File: src/rtl/image_crop_pkg.sv
// rtl/image_crop_pkg.sv - shared state type and elaboration helpers for the crop stage
package image_crop_pkg;

    typedef enum logic [1:0] {
        ST_IDLE,
        ST_WAIT_START,
        ST_STREAM,
        ST_DRAIN
    } crop_state_e;

    function automatic int cnt_w(input int n);
        return (n > 1) ? $clog2(n) : 1;
    endfunction

    function automatic bit same_data(input int a_w, input int b_w);
        return a_w == b_w;
    endfunction

endpackage

File: src/rtl/image_crop_xy_counter.sv
// rtl/image_crop_xy_counter.sv - raster x/y position counter shared by pipe stages
module image_xy_counter
    import image_crop_pkg::*;
#(
    parameter int WIDTH  = 8,
    parameter int HEIGHT = 6,
    localparam int XW    = cnt_w(WIDTH),
    localparam int YW    = cnt_w(HEIGHT)
) (
    input  logic          clk_i,
    input  logic          rst_ni,
    input  logic          clear_i,
    input  logic          advance_i,
    output logic [XW-1:0] x_o,
    output logic [YW-1:0] y_o,
    output logic          at_last_o
);

    logic [XW-1:0] x_q, x_d, base_x;
    logic [YW-1:0] y_q, y_d, base_y;

    // clear together with advance means "this pixel is the origin", so step past it
    always_comb begin
        base_x = clear_i ? '0 : x_q;
        base_y = clear_i ? '0 : y_q;
        x_d    = base_x;
        y_d    = base_y;
        if (advance_i) begin
            if (base_x == XW'(WIDTH - 1)) begin
                x_d = '0;
                y_d = (base_y == YW'(HEIGHT - 1)) ? '0 : base_y + YW'(1);
            end else begin
                x_d = base_x + XW'(1);
            end
        end
    end

    always_ff @(posedge clk_i or negedge rst_ni) begin
        if (!rst_ni) begin
            x_q <= '0;
            y_q <= '0;
        end else begin
            x_q <= x_d;
            y_q <= y_d;
        end
    end

    assign x_o       = x_q;
    assign y_o       = y_q;
    assign at_last_o = (x_q == XW'(WIDTH - 1)) && (y_q == YW'(HEIGHT - 1));

endmodule

File: src/rtl/image_crop.sv
// rtl/image_crop.sv - request-driven pipe stage passing a rectangular window of each frame
module image_crop
    import image_crop_pkg::*;
#(
    parameter int IN_WIDTH   = 8,
    parameter int IN_HEIGHT  = 6,
    parameter int IN_DATA_W  = 24,
    parameter int OUT_WIDTH  = 8,
    parameter int OUT_HEIGHT = 6,
    parameter int OUT_DATA_W = 24,
    parameter int X0         = 0,
    parameter int Y0         = 0
) (
    input  logic                  clock,
    input  logic                  reset,
    input  logic                  in_start_i,
    input  logic                  in_stop_i,
    input  logic [IN_DATA_W-1:0]  in_data_i,
    input  logic                  in_valid_i,
    input  logic                  in_error_i,
    output logic                  in_request_o,
    output logic                  in_cancel_o,
    output logic                  in_ready_o,
    output logic                  out_start_o,
    output logic                  out_stop_o,
    output logic [OUT_DATA_W-1:0] out_data_o,
    output logic                  out_valid_o,
    output logic                  out_error_o,
    input  logic                  out_request_i,
    input  logic                  out_cancel_i,
    input  logic                  out_ready_i,
    output logic                  out_sending
);

    localparam int XW = cnt_w(IN_WIDTH);
    localparam int YW = cnt_w(IN_HEIGHT);
    localparam bit ORIGIN_IS_LAST = (IN_WIDTH == 1) && (IN_HEIGHT == 1);

    if (X0 + OUT_WIDTH > IN_WIDTH) begin : g_bad_x
        $fatal(1, "image_crop: X0 + OUT_WIDTH exceeds IN_WIDTH");
    end
    if (Y0 + OUT_HEIGHT > IN_HEIGHT) begin : g_bad_y
        $fatal(1, "image_crop: Y0 + OUT_HEIGHT exceeds IN_HEIGHT");
    end
    if (!same_data(IN_DATA_W, OUT_DATA_W)) begin : g_bad_w
        $fatal(1, "image_crop: input and output data widths differ");
    end

    crop_state_e state_q, state_d;
    logic                  buf_valid_q, buf_valid_d;
    logic                  buf_start_q, buf_start_d;
    logic                  buf_stop_q, buf_stop_d;
    logic [OUT_DATA_W-1:0] buf_data_q, buf_data_d;
    logic                  error_q, error_d;
    logic                  in_request_q, in_request_d;

    logic          active, accept, take, origin, keep, last_pos, cnt_at_last;
    logic          cnt_clear, cnt_advance;
    logic [XW-1:0] cnt_x, cx;
    logic [YW-1:0] cnt_y, cy;

    assign active     = (state_q == ST_WAIT_START) || (state_q == ST_STREAM);
    assign in_ready_o = active && (!buf_valid_q || out_ready_i);
    assign accept     = in_valid_i && in_ready_o;
    // A Start pixel always sits at the origin, whether it opens the frame or resyncs it
    assign origin     = (state_q == ST_WAIT_START) || in_start_i;
    assign take       = accept && ((state_q == ST_STREAM) || in_start_i);
    assign cx         = origin ? '0 : cnt_x;
    assign cy         = origin ? '0 : cnt_y;
    assign last_pos   = origin ? ORIGIN_IS_LAST : cnt_at_last;
    assign keep       = (int'(cx) >= X0) && (int'(cx) < X0 + OUT_WIDTH) &&
                        (int'(cy) >= Y0) && (int'(cy) < Y0 + OUT_HEIGHT);

    assign cnt_clear   = ((state_q == ST_IDLE) && out_request_i) || out_cancel_i ||
                         (take && origin);
    assign cnt_advance = take && !out_cancel_i;

    image_xy_counter #(
        .WIDTH  (IN_WIDTH),
        .HEIGHT (IN_HEIGHT)
    ) u_xy (
        .clk_i     (clock),
        .rst_ni    (reset),
        .clear_i   (cnt_clear),
        .advance_i (cnt_advance),
        .x_o       (cnt_x),
        .y_o       (cnt_y),
        .at_last_o (cnt_at_last)
    );

    always_comb begin
        state_d      = state_q;
        buf_valid_d  = buf_valid_q;
        buf_start_d  = buf_start_q;
        buf_stop_d   = buf_stop_q;
        buf_data_d   = buf_data_q;
        error_d      = error_q;
        in_request_d = 1'b0;

        if (buf_valid_q && out_ready_i) begin
            buf_valid_d = 1'b0;
            buf_start_d = 1'b0;
            buf_stop_d  = 1'b0;
        end

        unique case (state_q)
            ST_IDLE: begin
                if (out_request_i) begin
                    state_d      = ST_WAIT_START;
                    in_request_d = 1'b1;
                    error_d      = 1'b0;
                end
            end
            ST_WAIT_START, ST_STREAM: begin
                if (take) begin
                    state_d = ST_STREAM;
                    if (keep) begin
                        buf_valid_d = 1'b1;
                        buf_data_d  = in_data_i;
                        buf_start_d = (int'(cx) == X0) && (int'(cy) == Y0);
                        buf_stop_d  = (int'(cx) == X0 + OUT_WIDTH - 1) &&
                                      (int'(cy) == Y0 + OUT_HEIGHT - 1);
                    end
                    if (in_error_i || ((state_q == ST_STREAM) && in_start_i)) begin
                        error_d = 1'b1;
                    end
                    // Stop early or a missing Stop at the last position both flag the frame
                    if (in_stop_i != last_pos) begin
                        error_d = 1'b1;
                    end
                    if (in_stop_i || last_pos) begin
                        state_d = ST_DRAIN;
                    end
                end
            end
            ST_DRAIN: begin
                if (!buf_valid_q || out_ready_i) begin
                    state_d = ST_IDLE;
                end
            end
            default: state_d = ST_IDLE;
        endcase

        if (out_cancel_i) begin
            state_d      = ST_IDLE;
            buf_valid_d  = 1'b0;
            buf_start_d  = 1'b0;
            buf_stop_d   = 1'b0;
            buf_data_d   = '0;
            error_d      = 1'b0;
            in_request_d = 1'b0;
        end
    end

    always_ff @(posedge clock or negedge reset) begin
        if (!reset) begin
            state_q      <= ST_IDLE;
            buf_valid_q  <= 1'b0;
            buf_start_q  <= 1'b0;
            buf_stop_q   <= 1'b0;
            buf_data_q   <= '0;
            error_q      <= 1'b0;
            in_request_q <= 1'b0;
        end else begin
            state_q      <= state_d;
            buf_valid_q  <= buf_valid_d;
            buf_start_q  <= buf_start_d;
            buf_stop_q   <= buf_stop_d;
            buf_data_q   <= buf_data_d;
            error_q      <= error_d;
            in_request_q <= in_request_d;
        end
    end

    assign in_request_o = in_request_q;
    assign in_cancel_o  = out_cancel_i;
    assign out_valid_o  = buf_valid_q;
    assign out_start_o  = buf_start_q;
    assign out_stop_o   = buf_stop_q;
    assign out_data_o   = buf_data_q;
    assign out_error_o  = error_q;
    assign out_sending  = (state_q != ST_IDLE);

endmodule

File: config.mk
export PLATFORM = sky130hd
export DESIGN_NAME = image_crop
export DESIGN_NICKNAME = d
export VERILOG_FILES = /design/src/rtl/image_crop_pkg.sv /design/src/rtl/image_crop_xy_counter.sv /design/src/rtl/image_crop.sv
export SDC_FILE = /design/constraint.sdc
export NUM_CORES = 1
export LEC_CHECK = 0
export ABC_AREA = 1
export BUFFER_PORTS_ARGS = -buffer_cell sky130_fd_sc_hd__clkbuf_2
export CAP_MARGIN = 15
export CORE_MARGIN = 2
export CORE_UTILIZATION = 30
export DETAILED_ROUTE_END_ITERATION = 10
export HOLD_SLACK_MARGIN = 0.06
export SLEW_MARGIN = 25
export SYNTH_ARGS = -nofsm -noshare
export SYNTH_HDL_FRONTEND = slang
export SYNTH_SLANG_ARGS = --single-unit
File: constraint.sdc
create_clock -name clock -period 2.8 [get_ports clock]
set_clock_uncertainty 0.1 [all_clocks]
set_input_delay 0.7 -clock clock [delete_from_list [all_inputs] [get_ports clock]]
set_output_delay 0.7 -clock clock [all_outputs]
set_load 0.01 [all_outputs]
After elaboration in Yosys (flattened, before gate mapping):

Cells that the tools add are included.

* multiplexer cells: 44
* order comparisons: 1
* eq/ne operators: 14
* reductions and logical operators: 33
* add/subtract/negate cells: 2

Operators by type and width (number)
* 24-bit two-way mux: 4
* 3-bit two-way mux: 9
* 1-bit two-way mux: 25
* 3-bit equality test (second input constant): 5
* 1-bit logical AND: 11
* 3-bit inequality test (second input constant): 3
* 1-bit logical OR: 8
* 2-bit two-way mux: 4
* 2-bit nonzero test: 4
* 3-bit by 1-bit adder with 3-bit output (second input constant): 2
* 3-bit logical NOT: 2
* 2-bit one-hot mux with 3 select lines: 1
* 3-bit AND reduction: 2
* 2-bit equality test (second input constant): 2
* 4-bit inequality test (second input constant): 1
* 4-bit AND reduction: 1
* 3-bit by 1-bit equality test with 1-bit output (second input constant): 1
* 3-bit < comparator (second input constant): 1
* 3-bit nonzero test: 1
* 2-bit by 1-bit equality test with 1-bit output (second input constant): 1
* 1-bit logical NOT: 2
* 2-bit logical NOT: 1
* 1-bit one-hot mux with 2 select lines: 1
* 2-bit OR reduction: 1
* 1-bit inequality test: 1

* logic and storage cells: 103
* register bits after elaboration: 37
* input bits: 33

Depth between registers and ports, before layout:

Gate-level depths: netlist of run 1.

* depth in word-level cells: 12
* gate-level depth with buffers: 14
* gate-level depth less buffers: 14

Modules after synthesis:

From an unflattened synthesis of run 1, not the netlist that was laid out.

* cells, all modules: 240
* area total of the unflattened synthesis: 1880.6 um2

Modules (own cells, without submodules)
* image_crop: seq. area each 775.7 um2, times used 1, area each 1549.0 um2, cells an instance 194
* image_xy_counter: seq. area each 150.1 um2, times used 1, area each 331.6 um2, cells an instance 46

Worst setup path after synthesis of run 1:

No wires, ideal clock.

* kind: reg2reg
* from: reg state_q[0]
* to: reg u_xy.y_q[1] (netlist: u_xy.y_o[1])
* path buffers: 0
* library setup time: 0.117 ns
* clock period less this slack: 2.174 ns
* cell stages (with the launch flop): 14
* path slack: 0.626 ns
* data arrival time: 1.956 ns
* cell sequence: dfrtp_1 > inv_1 > ha_1 > inv_1 > a21oi_4 > nand3_2 > nand2_2 > nor2_1 > ha_1 > ha_1 > nand3_1 > nor2_1 > nand3_1 > nand2_1

* word-level cells in the longest chain between the ends: 12
* elaborated cells on any way between the ends: 22

RTL lines
* start: declaration: RTL line image_crop.sv:49 `crop_state_e state_q, state_d;`
* start signal: assignment: RTL line image_crop.sv:165 `state_q <= state_d;`
* 2-bit by 1-bit equality test with 1-bit output or 2-bit equality test (tied branches): RTL line image_crop.sv:62 `assign active = (state_q == ST_WAIT_START) || (state_q == ST_STREAM);`
* 1-bit logical OR *: RTL line image_crop.sv:62
* 1-bit logical AND *: RTL line image_crop.sv:63 `assign in_ready_o = active && (!buf_valid_q || out_ready_i);`
* net in_ready_o: RTL line image_crop.sv:23 `output logic in_ready_o,`
* 1-bit logical AND *: RTL line image_crop.sv:64 `assign accept = in_valid_i && in_ready_o;`
* 1-bit logical AND *: RTL line image_crop.sv:67 `assign take = accept && ((state_q == ST_STREAM) || in_start_i);`
* 1-bit logical AND: RTL line image_crop.sv:75 `(take && origin);`
* 1-bit logical OR: RTL line image_crop.sv:74 `assign cnt_clear = ((state_q == ST_IDLE) && out_request_i) || out_cancel_i ||`
* 3-bit two-way mux: RTL line image_crop_xy_counter.sv:25 `base_y = clear_i ? '0 : y_q;`
* 3-bit by 1-bit adder with 3-bit output or 3-bit equality test (tied branches): RTL line image_crop_xy_counter.sv:31 `y_d = (base_y == YW'(HEIGHT - 1)) ? '0 : base_y + YW'(1);`
* 3-bit two-way mux: RTL line image_crop_xy_counter.sv:31
* 3-bit two-way mux: RTL line image_crop_xy_counter.sv:29 `if (base_x == XW'(WIDTH - 1)) begin`
* 3-bit two-way mux *: RTL line image_crop_xy_counter.sv:28 `if (advance_i) begin`
* net u_xy.y_d[1]: RTL line image_crop_xy_counter.sv:20 `logic [YW-1:0] y_q, y_d, base_y;`
* end signal: assignment: RTL line image_crop_xy_counter.sv:44 `y_q <= y_d;`
* end: declaration: RTL line image_crop_xy_counter.sv:20

The timed path passes the listed nets; every way through them passes the cells marked *.
A chain may end at the register's enable or synchronous reset.

Worst setup path after layout of run 1:

* from: reg state_q[0]
* to: reg u_xy.y_q[2] (netlist: u_xy.y_o[2])

* word-level cells in the longest chain between the ends: 12
* elaborated cells on any way between the ends: 22

RTL lines (RTL line)
* 2-bit by 1-bit equality test with 1-bit output or 2-bit equality test (tied branches): image_crop.sv:62, image_crop.sv:66, image_crop.sv:67
* 1-bit logical OR: image_crop.sv:62
* 1-bit logical AND: image_crop.sv:63
* 1-bit logical AND: image_crop.sv:64
* 1-bit logical AND: image_crop.sv:67
* 1-bit logical AND: image_crop.sv:75
* 1-bit logical OR: image_crop.sv:74
* 3-bit two-way mux: image_crop_xy_counter.sv:25
* 3-bit by 1-bit adder with 3-bit output or 3-bit equality test (tied branches): image_crop_xy_counter.sv:31
* 3-bit two-way mux: image_crop_xy_counter.sv:31
* 3-bit two-way mux: image_crop_xy_counter.sv:29
* 3-bit two-way mux *: image_crop_xy_counter.sv:28
* net u_xy.y_d[2]: image_crop_xy_counter.sv:20

Marked as above.

==> results of run 1 <==
==> sequential cells by signal, summed over array words and instances, names as in the netlist <==
register	flops
out_error_o	1
u_xy.y_o	3
state_q	2
out_start_o	1
in_request_o	1
out_stop_o	1
out_valid_o	1
u_xy.x_o	3
out_data_o	24
==> cells by family after synthesis <==
| logic type | Yosys count | share of synthesized area |
|---|---|---|
| simple gates | 142 | 0.383 |
| fa+ha+maj | 7 | 0.0413 |
| compound gates | 12 | 0.0384 |
| buf+inv | 36 | 0.100 |
| flops | 37 | 0.437 |
==> worst register-to-register path: stages, from the launching register on <==
cell and delay, ns:
dfrtp_1 0.40, inv_1 0.08, ha_1 0.34, inv_1 0.16
a21oi_4 0.07, nand3_2 0.10, nand2_2 0.10, nor2_1 0.16
ha_1 0.18, ha_1 0.18, nand3_1 0.11, nor2_1 0.15
nand2_1 0.07, nand2_1 0.05, inv_1 0.03
==> per-layer routing <==
layer,GRT usage,up-vias,share of wire,wire length [um]
met2,0.222,44,0.47,2340
met4,0.0496,0,0.017,86
met5,0,-,0,0
met1,0.168,864,0.47,2330
li1,-,885,-,-
met3,0.0264,8,0.050,250
==> per-stage QoR <==
stage / worst slack (ns) / utilization / area, um2 / hold slack [ns]
global placement: 0.475 / 0.361 / 2470 / 0.369
floorplan: 0.626 / - / 2120 / 0.304
detailed placement: 0.373 / 0.361 / 2470 / 0.377
global route: 0.263 / 0.379 / 2590 / 0.426
finish: 0.417 / 0.379 / 2590 / 0.386
CTS: 0.417 / 0.379 / 2590 / 0.394
==> power groups by stage <==
stage | clock network (W) | logic (W) | registers (W)
floorplan | 0 | 0.000514 | 0.000658
global placement | 0 | 0.000673 | 0.000642
detailed placement | 0 | 0.000677 | 0.000644
CTS | 0.000504 | 0.000679 | 0.000634
global route | 0.000524 | 0.000731 | 0.000640
finish | 0.000489 | 0.000667 | 0.000632
==> Yosys cell counts, types with 3 or more instances <==
cell / n
nand3_1: 37
o21ai_0: 4
ha_1: 7
dfrtp_1: 37
nand2_2: 4
nor2_4: 3
nand2_1: 52
nand4_1: 3
inv_1: 20
buf_4: 4
nor2_2: 3
inv_2: 4
nor2_1: 9
buf_6: 3
nor3_1: 3
nand3_2: 23
==> worst min path at each step <==
stage | cells after the start | start | endpoint | slack [ns]
4_1_cts | 2 | out_error_o | out_error_o | 0.39
3_5_place_dp | 2 | out_error_o | out_error_o | 0.38
6_report | 2 | out_error_o | out_error_o | 0.39
3_3_place_gp | 2 | out_error_o | out_error_o | 0.37
2_1_floorplan | 0 | reset | in_request_o | 0.30
5_1_grt | 2 | out_error_o | out_error_o | 0.43
==> final cells by class <==
class	count	area, um2	share of cell area
Multi-Input combinational cell	161	986	0.381
Tap cell	96	120	0.0464
Sequential cell	37	926	0.358
Clock inverter	2	37.5	0.0145
Clock buffer	6	82.6	0.0319
Inverter	25	101	0.0391
Timing Repair Buffer	66	335	0.130
==> qor.yml, run 1 <==
floorplan:
  die_w_um: 88.1
  start_util: 0.310
  pin_count: 65
  die_h_um: 88.1
  rows: 30
  die_area_um2: 7750
  core_area_um2: 6830
power:
  power.switching_w: 0.000703
  total_power_w: 0.00179
  combPwrFrac: 0.373
  peakVddDrop_mv: 0.215
  p_leak_nw: 1.40
  intPower_w: 0.00109
  switching_share: 0.393
  power.density_nw_per_um2: 691
  p_seq_frac: 0.353
  power.clock.fraction: 0.273
setup_path:
  end_kind: "flip-flop"
  cp-endpoint: "u_xy.y_o[2]"
  critPathTopFamily: "simple AND/OR/NAND/NOR gates"
  reg2reg_to: "u_xy.y_o[2]"
  slowest_stage: "dfrtp_1"
  crit_path_start: "state_q[0]"
  cpPeakStageDelay_ns: 0.40
  worstPathMaxFanout: 6
  path_cells: "inv_1 -> ha_1 -> inv_1 -> a21oi_4 -> nand3_2 -> nand2_2 -> nor2_1 -> ha_1 -> ha_1 -> nand3_1 -> nor2_1 -> nand2_1 -> nand2_1 -> inv_1"
  worstPathArrival_ns: 2.47
  r2r_setup_slack_ns: 0.42
  r2r_cells: 14
  crit_buf_inv: 3
  crit_cells: 14
  cp-start-kind: "flip-flop"
  reg2reg_from: "state_q[0]"
  critical_path_class: "reg2reg"
  cp.required_ns: 2.89
status:
  status: "finished, final reports clean"
cells_and_area:
  fill_cells: 741
  antennaDiodeCount: 0
  layout_commonest_cell: "clkbuf_2"
  fin_cells: 393
  final_cell_mix: "63 x clkbuf_2, 52 x nand2_1, 37 x nand3_1, 37 x dfrtp_1, 23 x nand3_2"
  area_growth_pct: 22.1
  drive_gt1_frac: 0.401
  nets: 336
detailed_routing:
  drc: 0
  drtPass1Iterations: 5
  antenna_left: 0
  drt_iter0_markers: 81
  vias: 1801
  wl_per_cell_um: 12.8
  via_per_inst: 4.58
  routed_wl_um: 5010
worst_hold_path:
  hp-class: "reg2reg"
grt:
  grt_antenna_before_repair: 0
  grt_max_degree: 38
  grtUsageTotal: 0.132
  overflow: 0
  grt_pass1_wl_um: 7940
  grt_pass1_vias: 1694
yosys:
  postSynthNetCount: 274
  avgSynthCellArea_um2: 9.06
  yosysTopAreaCell: "dfrtp_1"
  synthFlopType: "dfrtp_1"
  seq_area_frac_synth: 0.437
  synthArstFlopShare: 1.00
  syn-cell-area_um2: 2120
  yosys_warnings: 0
  ys_ff_latch: 37
  synth_top_cell_area_share: 0.437
  yosys-top-cells-area: "dfrtp_1 44%, nand3_2 11%, nand2_1 9.2%, nand3_1 8.7%, ha_1 4.1%"
  synth_edf_count: 0
  synth_cells: 234
  synth_cell_types: 29
cts:
  clock_path_buffers: 2
  cts_tree: "built"
  clkTransAtPathRegs_ns: 0.07
  post_cts_buffers: 0
  postCtsHoldBufs: 0
  numCtsBuffers: 5
  clock-sinks: 37
  root_buffer: "clkbuf_8"
  cts.htree.levels: 2
  clkLatencyLatePin_ns: 0.28
  cts_resized: 0
placed_design:
  place.gp.congestion: 0.935
  placedCellCount: 385
  io_buffers: 64
  dp_hpwl_um: 3530
flow_run:
  cap_violations: 0
sta:
  finalMaxSlewViolations: 0
  grt_setup_unrepaired: "no"
  finalSetupTns_ns: 0
  slew_headroom: 0.411
  min_period_ns: 2.38
  max_freq_mhz: 420
  setup_viol: 0
  hold_viol_final: 0
  worst_pin_slew_ns: 0.883
  fin_crit_sh: 0.851
No activity file was read; power rests on OpenSTA's default activity.
==> inputs of run 2 (changes only) <==
Settings changed: CORE_UTILIZATION 30 to 51, PLACE_DENSITY from default to 0.79.
==> run 2 against run 1 <==
Against the previous run: cell area is 3.4% lower; largest power group unchanged; wire length is 9.7% lower; sequential share of layout area is 1.3 points higher.
==> qor.yml, run 2 (synthesized netlist as in run 1, its figures left out) <==
status:
  status: "finished, final reports clean"
grt:
  overflow: 0
  grt_pass1_wl_um: 7460
  grt_antenna_before_repair: 0
  grt_max_degree: 38
  grtUsageTotal: 0.216
  grt_pass1_vias: 1660
cts:
  numCtsBuffers: 5
  cts.htree.levels: 2
  cts_resized: 0
  clkLatencyLatePin_ns: 0.28
  post_cts_buffers: 0
  postCtsHoldBufs: 0
  clock_path_buffers: 2
  root_buffer: "clkbuf_8"
  cts_tree: "built"
  clkTransAtPathRegs_ns: 0.07
  clock-sinks: 37
cells_and_area:
  layout_commonest_cell: "clkbuf_2"
  final_cell_mix: "64 x clkbuf_2, 52 x nand2_1, 37 x nand3_1, 37 x dfrtp_1, 23 x nand3_2"
  nets: 337
  fill_cells: 336
  drive_gt1_frac: 0.397
  largest_reg_flops: 24
  area_growth_pct: 17.9
  antennaDiodeCount: 0
  fin_cells: 347
detailed_routing:
  drt_iter0_markers: 118
  drc: 0
  antenna_left: 0
  via_per_inst: 5.10
  wl_per_cell_um: 13.0
  routed_wl_um: 4530
  drtPass1Iterations: 4
  vias: 1768
sta:
  hold_viol_final: 0
  slew_headroom: 0.658
  max_freq_mhz: 418
  min_period_ns: 2.39
  finalSetupTns_ns: 0
  worst_pin_slew_ns: 0.512
  setup_viol: 0
  fin_crit_sh: 0.855
  grt_setup_unrepaired: "no"
  finalMaxSlewViolations: 0
floorplan:
  core_area_um2: 4000
  die_area_um2: 4690
  pin_count: 65
  die_h_um: 68.5
  die_w_um: 68.5
  rows: 23
  start_util: 0.530
flow_run:
  cap_violations: 0
placed_design:
  io_buffers: 64
  place.gp.congestion: 0.903
  placedCellCount: 340
  dp_hpwl_um: 3310
power:
  p_leak_nw: 1.39
  power.density_nw_per_um2: 661
  peakVddDrop_mv: 0.360
setup_path:
  worstPathArrival_ns: 2.48
  cp.required_ns: 2.88
  end_kind: "flip-flop"
  cp-start-kind: "flip-flop"
  critical_path_class: "reg2reg"
  worstPathMaxFanout: 6
worst_hold_path:
  hp-class: "in2async"
==> run 2: worst paths after layout <==
path	startpoint	end	slack [ns]	cells past startpoint
max in group asynchronous	reset	in_request_o	1.91	2
max	state_q[0]	u_xy.y_o[2]	0.41	14
min	reset	out_data_o[6]	0.35	2
max reg2reg	state_q[0]	u_xy.y_o[2]	0.41	14
min in group clock	out_error_o	out_error_o	0.40	2
min reg2reg	out_error_o	out_error_o	0.40	2
==> run 2: cell type report <==
type | count | area, um2 | share of cell area
Multi-Input combinational cell | 161 | 986 | 0.394
Inverter | 25 | 101 | 0.0405
Sequential cell | 37 | 926 | 0.370
Tap cell | 50 | 62.6 | 0.0250
Clock inverter | 1 | 8.76 | 0.00350
Timing Repair Buffer | 67 | 343 | 0.137
Clock buffer | 6 | 72.6 | 0.0290
==> run 2: through the flow <==
stage | hold WS [ns] | setup slack, ns | util | total power [W] | area, um2
after floorplan | 0.304 | 0.626 | - | 0.00117 | 2120
after global placement | 0.367 | 0.496 | 0.605 | 0.00130 | 2420
after detailed placement | 0.381 | 0.380 | 0.605 | 0.00131 | 2420
after CTS | 0.360 | 0.399 | 0.625 | 0.00167 | 2500
after global routing | 0.401 | 0.169 | 0.625 | 0.00176 | 2500
final | 0.350 | 0.407 | 0.625 | 0.00165 | 2500
==> run 2: critical path, cell delays in order, from the launching register on <==
cell	delay [ns]
dfrtp_1	0.40
inv_1	0.08
ha_1	0.34
inv_1	0.17
a21oi_4	0.07
nand3_2	0.10
nand2_2	0.10
nor2_1	0.16
ha_1	0.18
ha_1	0.18
nand3_1	0.11
nor2_1	0.14
nand2_1	0.07
nand2_1	0.06
inv_1	0.03
==> run 2: layer usage <==
metal / share of wire / GRT usage
met1: 0.43 / 0.278
met3: 0.046 / 0.0609
met2: 0.51 / 0.351
met5: 0 / 0
met4: 0.010 / 0.0650
==> run 2: power breakdown <==
part / total, W / switching (W) / internal [W] / leakage (nW)
Sequential: 0.000633 / 0.0000393 / 0.000593 / 0.511
Combinational: 0.000662 / 0.000458 / 0.000204 / 0.838
Clock: 0.000359 / 0.000186 / 0.000172 / 0.0412
Total: 0.00165 / 0.000684 / 0.000970 / 1.39
==> inputs of run 3 (changes only) <==
Settings changed: CORE_ASPECT_RATIO from default to 0.8.
==> run 3 against run 2 <==
Against the previous run: combinational power fell by 0.6%; final cell count increased by 1.7%; sequential share of layout area fell by 0.39 points; highest routed layer unchanged; sequential power barely moved; critical path depth stayed put.
==> qor.yml, run 3 (synthesized netlist as in run 1, its figures left out) <==
status:
  status: "finished, final reports clean"
cells_and_area:
  drive_gt1_frac: 0.403
  final_cell_mix: "64 x clkbuf_2, 52 x nand2_1, 37 x nand3_1, 37 x dfrtp_1, 23 x nand3_2"
  layout_commonest_cell: "clkbuf_2"
  area_growth_pct: 19.2
  nets: 337
  antennaDiodeCount: 0
  largest_reg_flops: 24
detailed_routing:
  antenna_left: 0
  drc: 0
  wl_per_cell_um: 12.9
  drtPass1Iterations: 4
  routed_wl_um: 4540
  via_per_inst: 5.06
  vias: 1787
  drt_iter0_markers: 148
cts:
  cts_resized: 0
  cts_tree: "built"
  post_cts_buffers: 0
  clkLatencyLatePin_ns: 0.29
  clkTransAtPathRegs_ns: 0.07
  numCtsBuffers: 5
  cts.htree.levels: 2
  root_buffer: "clkbuf_8"
  clock_path_buffers: 2
  clock-sinks: 37
  postCtsHoldBufs: 0
setup_path:
  reg2reg_to: "u_xy.y_o[2]"
  worstPathMaxFanout: 6
  crit_path_start: "state_q[0]"
  cp-start-kind: "flip-flop"
  critical_path_class: "reg2reg"
  cp.required_ns: 2.88
  end_kind: "flip-flop"
  r2r_setup_slack_ns: 0.43
  worstPathArrival_ns: 2.45
  reg2reg_from: "state_q[0]"
  cp-endpoint: "u_xy.y_o[2]"
  r2r_cells: 14
grt:
  grt_antenna_before_repair: 0
  grt_max_degree: 38
  overflow: 0
  grt_pass1_vias: 1696
  grtUsageTotal: 0.209
  grt.met1_usage: 0.272
  grt_pass1_wl_um: 7530
  grt_use_met3: 0.0484
  use_met2: 0.353
  grt-busiest-layer: "met2"
power:
  combPwrFrac: 0.388
  power.switching_w: 0.000676
  power.clock.fraction: 0.239
  total_power_w: 0.00170
  intPower_w: 0.00102
  power.density_nw_per_um2: 671
  peakVddDrop_mv: 0.363
  p_leak_nw: 1.40
  switching_share: 0.399
  p_seq_frac: 0.373
sta:
  min_period_ns: 2.37
  worst_pin_slew_ns: 0.461
  worst_slack_ns: 0.427
  finalSetupTns_ns: 0
  hold_viol_final: 0
  setup_viol: 0
  finalMaxSlewViolations: 0
  slew_headroom: 0.693
  grt_setup_unrepaired: "no"
  max_freq_mhz: 421
  fin_crit_sh: 0.848
placed_design:
  dp_hpwl_um: 3260
  io_buffers: 64
  place.gp.congestion: 0.906
  dp_slack_ns: 0.376
floorplan:
  start_util: 0.543
  die_area_um2: 4690
  rows: 20
  pin_count: 65
  die_h_um: 61.7
  die_w_um: 76.1
  core_area_um2: 3900
worst_hold_path:
  hp-class: "in2async"
flow_run:
  cap_violations: 0
-- run 3: cell count changes in the layout (fill, tap and decap cells not counted) --
cell / delta
clkinv_2: +1
clkbuf_8: +2
clkinv_4: -1
clkbuf_1: -1
-- run 3: routing by layer --
metal / vias up / wire [um]
met5: - / 0
met4: 0 / 53
met3: 4 / 264
met2: 51 / 2090
met1: 842 / 2130
li1: 890 / -
-- run 3: final cells by class --
class	instances	area (um2)
Clock buffer	7	96.3
Clock inverter	1	5.00
Fill cell	340	1380
Inverter	25	101
Multi-Input combinational cell	161	986
Sequential cell	37	926
Tap cell	55	68.8
Timing Repair Buffer	67	343
-- run 3: worst min-delay path by stage --
stage | depth (start not counted) | start | end
after floorplan | 0 | reset | in_request_o
after global placement | 2 | out_error_o | out_error_o
after detailed placement | 2 | out_error_o | out_error_o
after CTS | 2 | reset | out_data_o[2]
after global routing | 2 | reset | out_error_o
final | 2 | reset | out_error_o
-- run 3: critical path: stages (launching register included) --
cell     delay [ns]
dfrtp_1        0.41
inv_1          0.08
ha_1           0.34
inv_1          0.16
a21oi_4        0.06
nand3_2        0.11
nand2_2        0.10
nor2_1         0.16
ha_1           0.18
ha_1           0.17
nand3_1        0.10
nor2_1         0.14
nand2_1        0.07
nand2_1        0.05
inv_1          0.03
-- run 3: per-stage QoR --
step                 util  cell area [um2]  cells  hold WS (ns)
finish              0.647             2530    353         0.338
global route        0.647             2530    353         0.392
CTS                 0.647             2530    353         0.356
detailed placement  0.621             2420    345         0.372
global placement    0.621             2420    345         0.367
floorplan               -             2120    234         0.304
-- run 3: power groups by stage --
stage	logic [W]	registers, W	clock network, W
3_3_place_gp	0.000655	0.000639	0
3_5_place_dp	0.000663	0.000642	0
5_1_grt	0.000729	0.000639	0.000436
4_1_cts	0.000666	0.000632	0.000413
6_report	0.000658	0.000632	0.000405
2_1_floorplan	0.000514	0.000658	0
